### src/rtl/lfsr_cipher_pkg.sv
// rtl/lfsr_cipher_pkg.sv - shared constants, FSM states and LFSR step for the LFSR cipher flow
// Contents:
//   WIDTH, TAPS, SEED_DEFAULT : keystream generator geometry and default seed
//   state_t                   : decipher frame FSM states
//   lfsr_step()               : one Fibonacci shift, feedback = XOR of tapped bits
package lfsr_cipher_pkg;

  localparam int WIDTH = 16;
  localparam logic [WIDTH-1:0] TAPS = 16'hB400;
  localparam logic [WIDTH-1:0] SEED_DEFAULT = 16'hACE1;

  typedef enum logic [1:0] {
    IDLE  = 2'd0,
    RUN   = 2'd1,
    DRAIN = 2'd2,
    DONE  = 2'd3
  } state_t;

  function automatic logic [WIDTH-1:0] lfsr_step(input logic [WIDTH-1:0] s);
    return {s[WIDTH-2:0], ^(s & TAPS)};
  endfunction

endpackage

### src/rtl/lfsr_keygen.sv
// rtl/lfsr_keygen.sv - Fibonacci LFSR keystream generator
// Ports:
//   clk, clr  : clock, synchronous active-high reset (reloads SEED_DEFAULT)
//   load,seed : load seed into the register (priority over step)
//   step      : advance one position
//   key_bit   : current keystream bit (MSB of the register)
module lfsr_keygen
  import lfsr_cipher_pkg::*;
(
  input  logic             clk,
  input  logic             clr,
  input  logic             load,
  input  logic [WIDTH-1:0] seed,
  input  logic             step,
  output logic             key_bit
);

  logic [WIDTH-1:0] r_lfsr;

  always_ff @(posedge clk) begin
    if (clr) begin
      r_lfsr <= SEED_DEFAULT;
    end else if (load) begin
      r_lfsr <= seed;
    end else if (step) begin
      r_lfsr <= lfsr_step(r_lfsr);
    end
  end

  assign key_bit = r_lfsr[WIDTH-1];

endmodule

### src/rtl/lfsr_stream_decipher.sv
// rtl/lfsr_stream_decipher.sv - serial LFSR Vernam decipher packing plaintext into bytes
// Ports:
//   clk, clr                : clock, synchronous active-high reset
//   start, seed, frame_len  : frame request, sampled only in IDLE
//   c_valid, c_bit, c_ready : ciphertext bit stream handshake
//   p_valid, p_byte, p_ready: plaintext byte handshake, first bit in p_byte[7]
//   busy, done              : frame in progress, one-cycle end-of-frame pulse
module lfsr_stream_decipher
  import lfsr_cipher_pkg::*;
(
  input  logic             clk,
  input  logic             clr,
  input  logic             start,
  input  logic [WIDTH-1:0] seed,
  input  logic [15:0]      frame_len,
  input  logic             c_valid,
  input  logic             c_bit,
  output logic             c_ready,
  output logic             p_valid,
  output logic [7:0]       p_byte,
  input  logic             p_ready,
  output logic             busy,
  output logic             done
);

  state_t      r_state;
  state_t      w_next;
  logic [15:0] r_frame_len;
  logic [15:0] r_byte_cnt;
  logic [2:0]  r_bit_cnt;
  logic [6:0]  r_pack;       // only the 7 earlier bits are kept; the 8th goes straight out
  logic [7:0]  r_p_byte;
  logic        r_p_valid;

  logic             w_key_bit;
  logic             w_plain_bit;
  logic             w_c_ready;
  logic             w_accept;
  logic             w_last_bit;
  logic             w_byte_done;
  logic             w_last_byte;
  logic             w_start_ok;
  logic [WIDTH-1:0] w_seed_eff;

  assign w_start_ok  = (r_state == IDLE) && start;
  assign w_seed_eff  = (seed == '0) ? SEED_DEFAULT : seed;
  assign w_last_bit  = (r_bit_cnt == 3'd7);
  // Only the byte-completing bit stalls, and only while the previous byte is still held.
  assign w_c_ready   = (r_state == RUN) && !(w_last_bit && r_p_valid && !p_ready);
  assign w_accept    = c_valid && w_c_ready;
  assign w_plain_bit = c_bit ^ w_key_bit;
  assign w_byte_done = w_accept && w_last_bit;
  assign w_last_byte = ((r_byte_cnt + 16'd1) == r_frame_len);

  lfsr_keygen u_keygen (
    .clk     (clk),
    .clr     (clr),
    .load    (w_start_ok),
    .seed    (w_seed_eff),
    .step    (w_accept),
    .key_bit (w_key_bit)
  );

  always_ff @(posedge clk) begin
    if (clr) begin
      r_state <= IDLE;
    end else begin
      r_state <= w_next;
    end
  end

  always_comb begin
    w_next = r_state;
    busy   = 1'b1;
    done   = 1'b0;
    case (r_state)
      IDLE: begin
        busy = 1'b0;
        if (start) begin
          w_next = (frame_len == 16'd0) ? DONE : RUN;
        end
      end
      RUN: begin
        if (w_byte_done && w_last_byte) begin
          w_next = DRAIN;
        end
      end
      DRAIN: begin
        if (!r_p_valid || p_ready) begin
          w_next = DONE;
        end
      end
      DONE: begin
        done   = 1'b1;
        w_next = IDLE;
      end
      default: w_next = IDLE;
    endcase
  end

  always_ff @(posedge clk) begin
    if (clr) begin
      r_frame_len <= 16'd0;
      r_byte_cnt  <= 16'd0;
      r_bit_cnt   <= 3'd0;
      r_pack      <= 7'd0;
      r_p_byte    <= 8'd0;
      r_p_valid   <= 1'b0;
    end else begin
      if (w_start_ok) begin
        r_frame_len <= frame_len;
        r_byte_cnt  <= 16'd0;
        r_bit_cnt   <= 3'd0;
        r_pack      <= 7'd0;
      end else if (w_accept) begin
        r_pack    <= {r_pack[5:0], w_plain_bit};
        r_bit_cnt <= r_bit_cnt + 3'd1;
        if (w_last_bit) begin
          r_byte_cnt <= r_byte_cnt + 16'd1;
        end
      end

      // A reload wins over a same-cycle handshake so the new byte stays valid.
      if (w_byte_done) begin
        r_p_byte  <= {r_pack, w_plain_bit};
        r_p_valid <= 1'b1;
      end else if (r_p_valid && p_ready) begin
        r_p_valid <= 1'b0;
      end
    end
  end

  assign c_ready = w_c_ready;
  assign p_valid = r_p_valid;
  assign p_byte  = r_p_byte;

endmodule

### config.mk
export PLATFORM = sky130hd
export DESIGN_NAME = lfsr_stream_decipher
export DESIGN_NICKNAME = d
export VERILOG_FILES = /design/src/rtl/lfsr_cipher_pkg.sv /design/src/rtl/lfsr_keygen.sv /design/src/rtl/lfsr_stream_decipher.sv
export SDC_FILE = /design/constraint.sdc
export NUM_CORES = 1
export LEC_CHECK = 0
export CAP_MARGIN = 20
export CORE_UTILIZATION = 50
export DETAILED_ROUTE_END_ITERATION = 10
export GPL_ROUTABILITY_DRIVEN = 1
export PLACE_DENSITY = 0.77
export SLEW_MARGIN = 20
export SYNTH_ARGS = -nofsm -noshare
export SYNTH_HDL_FRONTEND = slang
export SYNTH_HIERARCHICAL = 1
export SYNTH_SLANG_ARGS = --single-unit
export TNS_END_PERCENT = 100
### constraint.sdc
create_clock -name clk -period 2 [get_ports clk]
set_input_delay 0.4 -clock clk [delete_from_list [all_inputs] [get_ports clk]]
set_output_delay 0.4 -clock clk [all_outputs]
set_load 0.02 [all_outputs]
==> summary.txt <==
Yosys
  • Top-count cell post-synth: dfxtp_1
  • Yosys warns: 6
  • EDFF count, synth: 0
  • Fraction of registers with async set or reset after synthesis: 0%
  • Top FF cell, synth: dfxtp_1
  • Share of the synthesized area in the top cell type: 38.0%
  • Synth area leaders: dfxtp_1 (38%), mux2i_1 (6.3%), nand2_1 (6.1%)
  • Area leader, netlist: dfxtp_1
  • Post-synthesis instance total: 415
  • Seq cells post-synth: 69
  • Sequential share of the synthesized area: 38.0%
  • Top cells by instance count after synthesis: dfxtp_1 (69), nand2_1 (59), nor2_1 (38)
  • Synth cell types: 52
  • Cell area after synthesis: 3630 µm²
  • Syn avg cell area: 8.75 µm²
  • Mapped Nets: about 460

Timing
  • Setup violators final: 2
  • Fin. Hold Viols: 0
  • Tightest Pin Transition: 0.368 ns
  • Hold_ws: 0.454 ns
  • Worst setup margin: -0.0706 ns
  • Fin Setup TNS: -0.105 ns
  • FMAX: 483 MHz
  • Min cycle time layout: 2.07 ns
  • Clock skew: 0.0111 ns
  • Max_slew headroom: 75.1%
  • Final Slew Violations: 0
  • RSZ-0062 raised after global routing: true
  • Final period utilization: 104%

Clocking
  • Clock transition at path regs: 0.08 ns
  • TritonCTS clock tree: built
  • CTS H-tree depth: 3
  • Clock Sinks: 69
  • Clock root cell: clkbuf_8
  • CTS Buf Count: 9
  • Clk_lat worst skew: 0.35 ns
  • Hold-fix buffer count after cts: 0
  • Clock Tree Buf Depth: 2

Hold path
  • Hold Path Class: reg -> reg

Cells and area
  • Share of cells above drive strength 1: 22.0%
  • Fill cells: 569
  • Area grow syn2layout: 30.6%
  • Diode count: 0
  • Nets: 527

Placement
  • PortBufs: 49
  • DPL Wire Length: slightly below 6000 µm
  • GPL Wtd Cong: 0.856

Pwr
  • Register share of total power: 38.3%
  • Pleak: about 1.8 nW
  • Clk pwr share: 32.5%
  • Peak supply drop: between 400 and 500 µV
  • Pwr/cell area: 889 nW/µm²
  • Sw Ratio: 29.9%
  • Sw Pwr: approximately 1.3 mW
  • Internal power: 2.96 mW
  • Gate power share: 29.2%

Floorplanning
  • Die H: roughly 87 µm
  • Core area: roughly 6900 µm²
  • DIE WIDTH: between 80 and 90 µm
  • DIE AREA: around 7600 µm²
  • Row cnt: 30
  • I/O pin count: 50
  • Starting Density: a little over half

Job
  • Max Cap Viol: 0

Global route
  • Vias in the first global route: 3148
  • All-Layer GR Usage: 24.5%
  • Largest net degree at the start of global routing: 38
  • First-pass GRT wire length: 14300 µm
  • Antenna violations before repair: 0
  • Congestion Overflow GR: 0

Critical path
  • Max FO, Critical Path: 5
  • Data arrival, critical path: 2.32 ns
  • Required @ worst endpoint: 2.25 ns
  • CP Class: reg -> reg
  • Startpoint types: register
  • Crit. End Element: register

Routing
  • Final ANT Viol Nets: 0
  • Initial DRC count: 176
  • DRC errors left: 0
  • WL/cell: 14.5 µm
  • Final WL: 8460 µm
  • Pre-Repair DR Iteration Count: 4
  • Routed vias: 3112
  • Vias per cell: ~5.3

Status
  • Failing checks: setup timing
  • Status: complete, but fails checks
[power by group through the flow]
stage | Combinational [mW] | Sequential [mW] | Clock [mW]
finish | 1.23 | 1.61 | 1.37
global route | 1.34 | 1.63 | 1.45
CTS | 1.19 | 1.61 | 1.39
detailed placement | 1.19 | 1.64 | 0
global placement | 1.15 | 1.63 | 0
floorplan | 0.898 | 1.61 | 0
[state kept, by name, summed over array words and instances (netlist names)]
signal	flops
p_byte	8
p_valid	1
r_bit_cnt	3
r_byte_cnt	16
r_frame_len	16
r_pack	7
r_state	2
u_keygen/r_lfsr	16
[area by class of cell]
type                    count  area [µm²]  area share, %
multi-input cells         308        2160           45.5
flip-flops and latches     69        1400           29.4
repair buffers             88         806           17.0
clock buffers              10         128           2.69
well taps                  96         120           2.53
clock inverters             6         111           2.35
inverters                   5        22.5          0.475
[routing by layer]
layer,vias up,track usage (%),wire (µm),share of wire (%)
li1,1548,-,-,-
met1,1463,29.1,3700,44
met2,75,41.4,4100,48
met3,26,6.26,402,4.8
met4,0,11.5,253,3.0
met5,-,0,0,0
[final timing paths]
| path | to | cells past startpoint | start | slack [ns] |
|---|---|---|---|---|
| hold / removal | p_byte[4]$_SDFFE_PP0P_ | 2 | p_byte[4]$_SDFFE_PP0P_ | 0.45 |
| hold reg to reg | p_byte[4]$_SDFFE_PP0P_ | 2 | p_byte[4]$_SDFFE_PP0P_ | 0.45 |
| setup / recovery | r_state[0]$_SDFFE_PP0P_ | 6 | r_byte_cnt[6]$_SDFFE_PP0P_ | -0.07 |
| setup reg to reg | r_state[0]$_SDFFE_PP0P_ | 6 | r_byte_cnt[6]$_SDFFE_PP0P_ | -0.07 |
[worst max-delay path: stages, from the launching register on]
cell and delay (ns):
dfxtp_1 0.39, nand4_1 0.26, nor4_2 0.40, xnor2_1 0.19, o31ai_2 0.13, o41a_1 0.47
o32ai_1 0.15
[placed cells by master (no fill, tap or decap), drive strengths merged, types with 4 or more instances in the layout]
| cell type | instances |
|---|---|
| nand2 | 59 |
| ha | 8 |
| clkdlybuf4s50 | 47 |
| nand4 | 8 |
| dfxtp | 69 |
| mux2 | 15 |
| nand2b | 22 |
| nor3b | 4 |
| nor2 | 38 |
| o21ai | 4 |
| nand3 | 9 |
| xnor2 | 21 |
| xor2 | 18 |
| mux2i | 23 |
| buf | 39 |
| nor3 | 5 |
| inv | 4 |
| a21oi | 30 |
| clkbuf | 10 |
| nor4 | 11 |
[per-stage QoR]
step           setup slack [ns]  cell area, µm²  std cells  util [%]  total power, mW
2_1_floorplan           0.00479            3690        415         -             2.50
6_report                -0.0706            4740        582      68.7             4.22
4_1_cts                 0.00925            4670        581      67.6             4.19
3_5_place_dp             -0.238            4400        565      63.6             2.82
5_1_grt                  -0.173            4740        582      68.7             4.43
3_3_place_gp             -0.201            4400        565      63.6             2.79
[logic make-up after synthesis]
kind of cell	synth area share [%]
buf+inv	6.20
simple gates	22.7
compound gates	9.06
flops	38.0
fa+ha+maj	2.76
xor+xnor	9.40
mux	11.8
[timing repair]
action                                  in CTS  in global routing
buffers inserted                             0                  1
endpoints found under the setup margin       4                 14
pin swaps                                    1                  3
hold endpoints to repair                     0                  0
gates resized for setup                      8                 25
(Power assumes the default switching activity.)
